==> config.mk <==
export PLATFORM = sky130hd
export DESIGN_NAME = s32x_sdr_bridge
export DESIGN_NICKNAME = d
export VERILOG_FILES = /design/src/rtl/s32x_sdr_bridge.sv
export SDC_FILE = /design/constraint.sdc
export NUM_CORES = 1
export LEC_CHECK = 0
export ABC_AREA = 1
export CORE_ASPECT_RATIO = 0.5
export CORE_UTILIZATION = 40
export CTS_CLUSTER_SIZE = 30
export DETAILED_ROUTE_END_ITERATION = 8
export PLACE_DENSITY = 0.59
export SLEW_MARGIN = 20
export SYNTH_ARGS = -nofsm -noshare
export SYNTH_HDL_FRONTEND = slang
export SYNTH_SLANG_ARGS = --single-unit
==> constraint.sdc <==
create_clock -name clk -period 1.7 [get_ports clk]
set_input_delay 0.255 -clock clk [delete_from_list [all_inputs] [get_ports clk]]
set_output_delay 0.255 -clock clk [all_outputs]
set_load 0.02 [all_outputs]
==> src/rtl/s32x_sdr_bridge.sv <==
// Bridges the 32X SDRAM port strobes onto a single-outstanding req/ack memory port.
// A critical-word-first line buffer serves reads; writes go straight through to memory.
module s32x_sdr_bridge #(
    parameter int unsigned LineWords = 8,
    parameter int unsigned MinWait   = 4
) (
    input  logic        clk,
    input  logic        rst_n,
    input  logic [16:0] sdr_a_i,
    input  logic [15:0] sdr_di_i,
    output logic [15:0] sdr_do_o,
    input  logic        sdr_cs_i,
    input  logic [1:0]  sdr_we_i,
    input  logic        sdr_rd_i,
    output logic        sdr_wait_o,
    output logic [16:0] mem_a_o,
    output logic [15:0] mem_do_o,
    input  logic [15:0] mem_di_i,
    output logic [1:0]  mem_we_o,
    output logic        mem_rd_o,
    output logic        mem_req_o,
    input  logic        mem_ack_i
);

    localparam int unsigned IdxW  = $clog2(LineWords);
    localparam int unsigned TagW  = 17 - IdxW;
    localparam int unsigned CntW  = $clog2(MinWait);
    localparam int unsigned LeftW = IdxW + 1;

    localparam logic [CntW-1:0]  WaitInit = CntW'(MinWait - 1);
    localparam logic [CntW-1:0]  CntOne   = CntW'(1);
    localparam logic [IdxW-1:0]  IdxOne   = IdxW'(1);
    localparam logic [LeftW-1:0] LeftOne  = LeftW'(1);
    localparam logic [LeftW-1:0] LineCnt  = LeftW'(LineWords);

    localparam logic [2:0] StIdle  = 3'd0;
    localparam logic [2:0] StHit   = 3'd1;
    localparam logic [2:0] StWrite = 3'd2;
    localparam logic [2:0] StMiss  = 3'd3;
    localparam logic [2:0] StHold  = 3'd4;
    localparam logic [2:0] StDone  = 3'd5;

    logic [2:0]                  sh_q, sh_d;
    logic [16:0]                 a_q, a_d;
    logic [15:0]                 di_q, di_d;
    logic [1:0]                  we_q, we_d;
    logic [CntW-1:0]             wait_cnt_q, wait_cnt_d;
    logic                        sdr_wait_q, sdr_wait_d;
    logic [15:0]                 sdr_do_q, sdr_do_d;
    logic [TagW-1:0]             tag_q, tag_d;
    logic [LineWords-1:0]        valid_q, valid_d;
    logic [LineWords-1:0][15:0]  buf_q, buf_d;
    logic                        fill_act_q, fill_act_d;
    logic [IdxW-1:0]             fill_idx_q, fill_idx_d;
    logic [LeftW-1:0]            fill_left_q, fill_left_d;
    logic                        fill_stale_q, fill_stale_d;
    logic                        mem_req_q, mem_req_d;
    logic                        mem_rd_q, mem_rd_d;
    logic [1:0]                  mem_we_q, mem_we_d;
    logic [16:0]                 mem_a_q, mem_a_d;
    logic [15:0]                 mem_do_q, mem_do_d;

    logic            acc, ack_v, fill_ack, wr_ack, fill_start, in_tag_hit;
    logic [IdxW-1:0] in_idx, cur_idx;
    logic [TagW-1:0] in_tag, cur_tag;

    assign acc        = sdr_cs_i & (sdr_rd_i | (|sdr_we_i));
    assign ack_v      = mem_ack_i & mem_req_q;
    // A stale ack belongs to a fill that was superseded by a new line.
    assign fill_ack   = ack_v & mem_rd_q & ~fill_stale_q;
    assign wr_ack     = ack_v & ~mem_rd_q;
    assign in_idx     = sdr_a_i[IdxW-1:0];
    assign in_tag     = sdr_a_i[16:IdxW];
    assign cur_idx    = a_q[IdxW-1:0];
    assign cur_tag    = a_q[16:IdxW];
    assign in_tag_hit = (in_tag == tag_q);

    always_comb begin
        sh_d         = sh_q;
        a_d          = a_q;
        di_d         = di_q;
        we_d         = we_q;
        wait_cnt_d   = wait_cnt_q;
        sdr_wait_d   = sdr_wait_q;
        sdr_do_d     = sdr_do_q;
        tag_d        = tag_q;
        valid_d      = valid_q;
        buf_d        = buf_q;
        fill_act_d   = fill_act_q;
        fill_idx_d   = fill_idx_q;
        fill_left_d  = fill_left_q;
        fill_stale_d = fill_stale_q;
        mem_req_d    = mem_req_q;
        mem_rd_d     = mem_rd_q;
        mem_we_d     = mem_we_q;
        mem_a_d      = mem_a_q;
        mem_do_d     = mem_do_q;
        fill_start   = 1'b0;

        if (ack_v) begin
            mem_req_d = 1'b0;
            mem_rd_d  = 1'b0;
            mem_we_d  = 2'b00;
        end
        if (ack_v && mem_rd_q && fill_stale_q) begin
            fill_stale_d = 1'b0;
        end
        if (fill_ack) begin
            buf_d[fill_idx_q]   = mem_di_i;
            valid_d[fill_idx_q] = 1'b1;
            fill_idx_d          = fill_idx_q + IdxOne;
            fill_left_d         = fill_left_q - LeftOne;
            if (fill_left_q == LeftOne) begin
                fill_act_d = 1'b0;
            end
        end

        if (sh_q != StIdle && wait_cnt_q != '0) begin
            wait_cnt_d = wait_cnt_q - CntOne;
        end

        case (sh_q)
            StIdle: begin
                if (acc) begin
                    a_d        = sdr_a_i;
                    di_d       = sdr_di_i;
                    we_d       = sdr_we_i;
                    sdr_wait_d = 1'b1;
                    wait_cnt_d = WaitInit;
                    if (|sdr_we_i) begin
                        sh_d = StWrite;
                    end else if (in_tag_hit && valid_q[in_idx]) begin
                        sh_d = StHit;
                    end else if (in_tag_hit && fill_act_q) begin
                        sh_d = StMiss;
                    end else begin
                        sh_d         = StMiss;
                        fill_start   = 1'b1;
                        tag_d        = in_tag;
                        valid_d      = '0;
                        fill_act_d   = 1'b1;
                        fill_idx_d   = in_idx;
                        fill_left_d  = LineCnt;
                        fill_stale_d = mem_req_q & mem_rd_q & ~ack_v;
                    end
                end
            end
            StHit: begin
                sdr_do_d = buf_q[cur_idx];
                sh_d     = StHold;
            end
            StMiss: begin
                if (fill_ack && fill_idx_q == cur_idx) begin
                    sdr_do_d = mem_di_i;
                    sh_d     = StHold;
                end else if (valid_q[cur_idx]) begin
                    sdr_do_d = buf_q[cur_idx];
                    sh_d     = StHold;
                end
            end
            StWrite: begin
                if (wr_ack) begin
                    if (cur_tag == tag_q && valid_q[cur_idx]) begin
                        if (we_q[1]) buf_d[cur_idx][15:8] = di_q[15:8];
                        if (we_q[0]) buf_d[cur_idx][7:0]  = di_q[7:0];
                    end
                    sh_d = StHold;
                end else if (!mem_req_q && !fill_act_q) begin
                    mem_req_d = 1'b1;
                    mem_rd_d  = 1'b0;
                    mem_we_d  = we_q;
                    mem_a_d   = a_q;
                    mem_do_d  = di_q;
                end
            end
            StHold: begin
                if (wait_cnt_q == '0) begin
                    sdr_wait_d = 1'b0;
                    sh_d       = StDone;
                end
            end
            StDone: begin
                if (!acc) sh_d = StIdle;
            end
            default: sh_d = StIdle;
        endcase

        // A freshly started fill issues its first word on the following cycle.
        if (fill_act_q && !mem_req_q && !fill_start) begin
            mem_req_d = 1'b1;
            mem_rd_d  = 1'b1;
            mem_we_d  = 2'b00;
            mem_a_d   = {tag_q, fill_idx_q};
        end
    end

    always_ff @(posedge clk or negedge rst_n) begin
        if (!rst_n) begin
            sh_q         <= StIdle;
            a_q          <= '0;
            di_q         <= '0;
            we_q         <= '0;
            wait_cnt_q   <= '0;
            sdr_wait_q   <= 1'b0;
            sdr_do_q     <= '0;
            tag_q        <= '0;
            valid_q      <= '0;
            buf_q        <= '0;
            fill_act_q   <= 1'b0;
            fill_idx_q   <= '0;
            fill_left_q  <= '0;
            fill_stale_q <= 1'b0;
            mem_req_q    <= 1'b0;
            mem_rd_q     <= 1'b0;
            mem_we_q     <= '0;
            mem_a_q      <= '0;
            mem_do_q     <= '0;
        end else begin
            sh_q         <= sh_d;
            a_q          <= a_d;
            di_q         <= di_d;
            we_q         <= we_d;
            wait_cnt_q   <= wait_cnt_d;
            sdr_wait_q   <= sdr_wait_d;
            sdr_do_q     <= sdr_do_d;
            tag_q        <= tag_d;
            valid_q      <= valid_d;
            buf_q        <= buf_d;
            fill_act_q   <= fill_act_d;
            fill_idx_q   <= fill_idx_d;
            fill_left_q  <= fill_left_d;
            fill_stale_q <= fill_stale_d;
            mem_req_q    <= mem_req_d;
            mem_rd_q     <= mem_rd_d;
            mem_we_q     <= mem_we_d;
            mem_a_q      <= mem_a_d;
            mem_do_q     <= mem_do_d;
        end
    end

    assign sdr_do_o   = sdr_do_q;
    assign sdr_wait_o = sdr_wait_q;
    assign mem_a_o    = mem_a_q;
    assign mem_do_o   = mem_do_q;
    assign mem_we_o   = mem_we_q;
    assign mem_rd_o   = mem_rd_q;
    assign mem_req_o  = mem_req_q;

endmodule

==> key figures <==
Final layout
  • Ant. Diodes: 0
  • Final-stage net count: 2,282
  • Share of layout cells above drive strength 1: 0.2841
  • Synth-to-Final Area Change: 46.07%
  • Finished Layout Cells: 2,717

Worst setup path
  • Startpoint Class: flip-flop
  • CP Class: flip-flop to flip-flop
  • Critical Path RT: between 2 and 2.5 ns
  • WP data arrival: 2.43 ns
  • CP Capture Type: flip-flop
  • Crit path max fanout: 8
  • R2r setup slk: -0.28 ns

Synth
  • Synth Area per Inst: 7.369 µm²
  • Post-Syn Nets: 1,973
  • Post-synth EDFFs: 0
  • Synth cell count leaders: nand2_1 (677), dfrtp_1 (253), inv_1 (208)
  • Sequential-to-total area share from yosys stat: 0.4491
  • Dominant cell type by area after synthesis: dfrtp_1
  • Largest cells by area after synthesis: dfrtp_1 (45%), nand2_1 (18%), o21ai_0 (6.1%)
  • Most common cell in the synthesized netlist: nand2_1
  • Top-area cell type share of the netlist area: 0.4491
  • Post-synth ARST share: 1.000
  • Ys Warns: 0
  • Syn Std Cell Area: 14,100 µm²
  • Top FF cell, synth: dfrtp_1
  • Synth unique cells: 40
  • Seq cells post-synth: between 200 and 300
  • Synth Instances: between 1,500 and 2,000

GRT
  • First-pass GRT wire length: 77,790 µm
  • Largest net degree at the start of global routing: 69
  • Met2 usage: 0.4165
  • Remaining global-route overflow: 0
  • GRT Max-Usage Layer: met2
  • Grt met3 use: 0.07440
  • Initial antenna violation count: 0
  • GRT Overall Usage: 0.2815
  • Global routing usage on met1: 0.4096
  • Vias in the first global route: 13,560

Route
  • Iteration-0 DRC Markers: about 1,600
  • Via/cell ratio: 5.280
  • Vias: around 14,000
  • DRC: 0
  • WL final: about 50,000 µm
  • Routed wire per std cell: 18.58 µm
  • Post-route ant nets: 0
  • Drt first pass iters: 5

Timing
  • Final Hold Vio Count: 0
  • Fin Setup TNS: -33.61 ns
  • Worst Tran Pin Value: around 0.58 ns
  • Fin crit period: 1.981 ns
  • F_max: approximately 500 MHz
  • RSZ-0062 raised after global routing: true
  • Worst slew margin: 0.6118
  • Max-slew violations: 0
  • Setup violations, final: 187
  • Tcrit/Tclk final: 1.165
  • Final worst slack: -0.2805 ns
  • Layout Skew: 0.009696 ns

Clock network
  • H-tree levels: 1
  • CTS Root Buffer Type: clkbuf_16
  • Clk Latency, worst-skew pair: 0.56 ns
  • Clock sink count: ~250
  • CTS tree: yes
  • Worst-path clk slew: 0.07 ns
  • CTS max path bufs: 3
  • Clock buffer count from CTS: 26

Die
  • Die area: 36,040 µm²
  • I/O pin cnt: 110
  • Row count: 48
  • Core area: 34,590 µm²
  • Initial Util: 0.4075
  • Die W: 267.5 µm
  • Die Y: 134.7 µm

Power
  • Max VDD drop: 1.074 mV
  • Pwr Total: about 36 mW
  • Cell Pwr Density: 1726 nW/µm²
  • LEAKAGE: 10.14 nW

Placement
  • Routability cong.: about 0.93
  • DP Cell Count: 2,619
  • Number of buffers inserted by port buffering: roughly 110
  • HPWL after DPL: 32,840 µm

Status
  • Status: finished with violations
  • Violated checks: setup timing

Job
  • MaxCap Viol Count: 0

Min path
  • Hold Crit Class: input pin to async pin
[sequential cells by signal, summed over array words and instances (netlist names)]
register,flops
mem_req_o,1
buf_q,128
sdr_do_o,16
fill_stale_q,1
a_q,17
di_q,16
fill_idx_q,3
mem_do_o,16
mem_rd_o,1
sdr_wait_o,1
valid_q,8
mem_we_o,2
fill_left_q,4
mem_a_o,17
sh_q,3
fill_act_q,1
wait_cnt_q,2
tag_q,14
we_q,2
[power breakdown]
part	switching [mW]	internal, mW
registers	2.23	8.85
clock network	2.66	3.82
logic	10.1	7.92
[logic make-up after synthesis]
family,Yosys count,synth area share
AO/OA/AOI/OAI,271,0.1032
XOR/XNOR,13,0.008077
adder cells (fa/ha/maj),4,0.003550
buffers and inverters,330,0.09630
flip-flops,253,0.4491
multiplexers,15,0.01198
AND/OR/NAND/NOR,1027,0.3278
[metrics by stage]
step             util  area, µm²  setup slack, ns  hold slack (ns)
6_report       0.5953      20590          -0.2805           0.1754
5_1_grt        0.5953      20590          -0.3553           0.2071
4_1_cts        0.5754      19900          -0.2588           0.1717
3_5_place_dp   0.5095      17630          -0.4729           0.1602
3_3_place_gp   0.5095      17630          -0.4131           0.1596
2_1_floorplan       -      14140        0.0007249         -0.04059
[area by class of cell]
type | instances | area, µm²
clock inverter | 12 | 173.9
fill | 3093 | 14000
sequential | 253 | 6336
timing repair buffer | 397 | 4469
inverter | 214 | 810.8
tap | 475 | 594.3
clock buffer | 36 | 779.5
multi-input combinational | 1330 | 7428
[layer usage]
layer | vias up | share of wire
li1 | 6852 | -
met1 | 6832 | 0.45
met2 | 576 | 0.43
met3 | 87 | 0.096
met4 | 0 | 0.021
met5 | - | 0
[worst max-delay path, cell delays in order (launching register included)]
cell     delay [ns]
dfrtp_1        0.37
or2_0          0.21
a21oi_1        0.13
nand2_1        0.10
nor2_4         0.12
nand3_4        0.12
nor2_8         0.14
buf_12         0.17
buf_12         0.13
nand3_4        0.19
nand2_1        0.12
nand2_1        0.06
[worst paths after layout]
path,startpoint,endpoint,cells past startpoint
max,tag_q[11],buf_q[26],11
min in group clk,sdr_a_i[7],tag_q[4],3
max reg2reg,tag_q[11],buf_q[26],11
max in group asynchronous,rst_n,a_q[0],3
min,rst_n,buf_q[104],2
min reg2reg,mem_do_o[2],mem_do_o[2],2
[cell usage in the layout (no fill, tap or decap), types with 25 or more instances in the layout]
cell             synthesis  layout
buf_12                   0      63
buf_4                   11     169
buf_6                    2      31
clkbuf_16                0      31
clkdlybuf4s50_1          0      54
dfrtp_1                253     249
dlygate4sd2_1            0      53
inv_1                  208     200
nand2_1                677     519
nand2_2                  7     133
nand2_4                  0      30
nand3_1                 81      47
nand3_4                 10      25
nand4_1                132     132
nor2_1                  77      63
o21ai_0                173     137
o21ai_1                 19      43
o22ai_1                 55      55
[timing repair]
item / 4_1_cts / 5_1_grt
pin swaps: 50 / 77
buffers inserted: 32 / 14
resized for setup: 272 / 201
gates cloned: 14 / 4
endpoints found under the hold margin: 232 / 0
hold buffers: 1 / 0
endpoints found under the setup margin: 248 / 203
No activity file was read; power rests on OpenSTA's default activity.
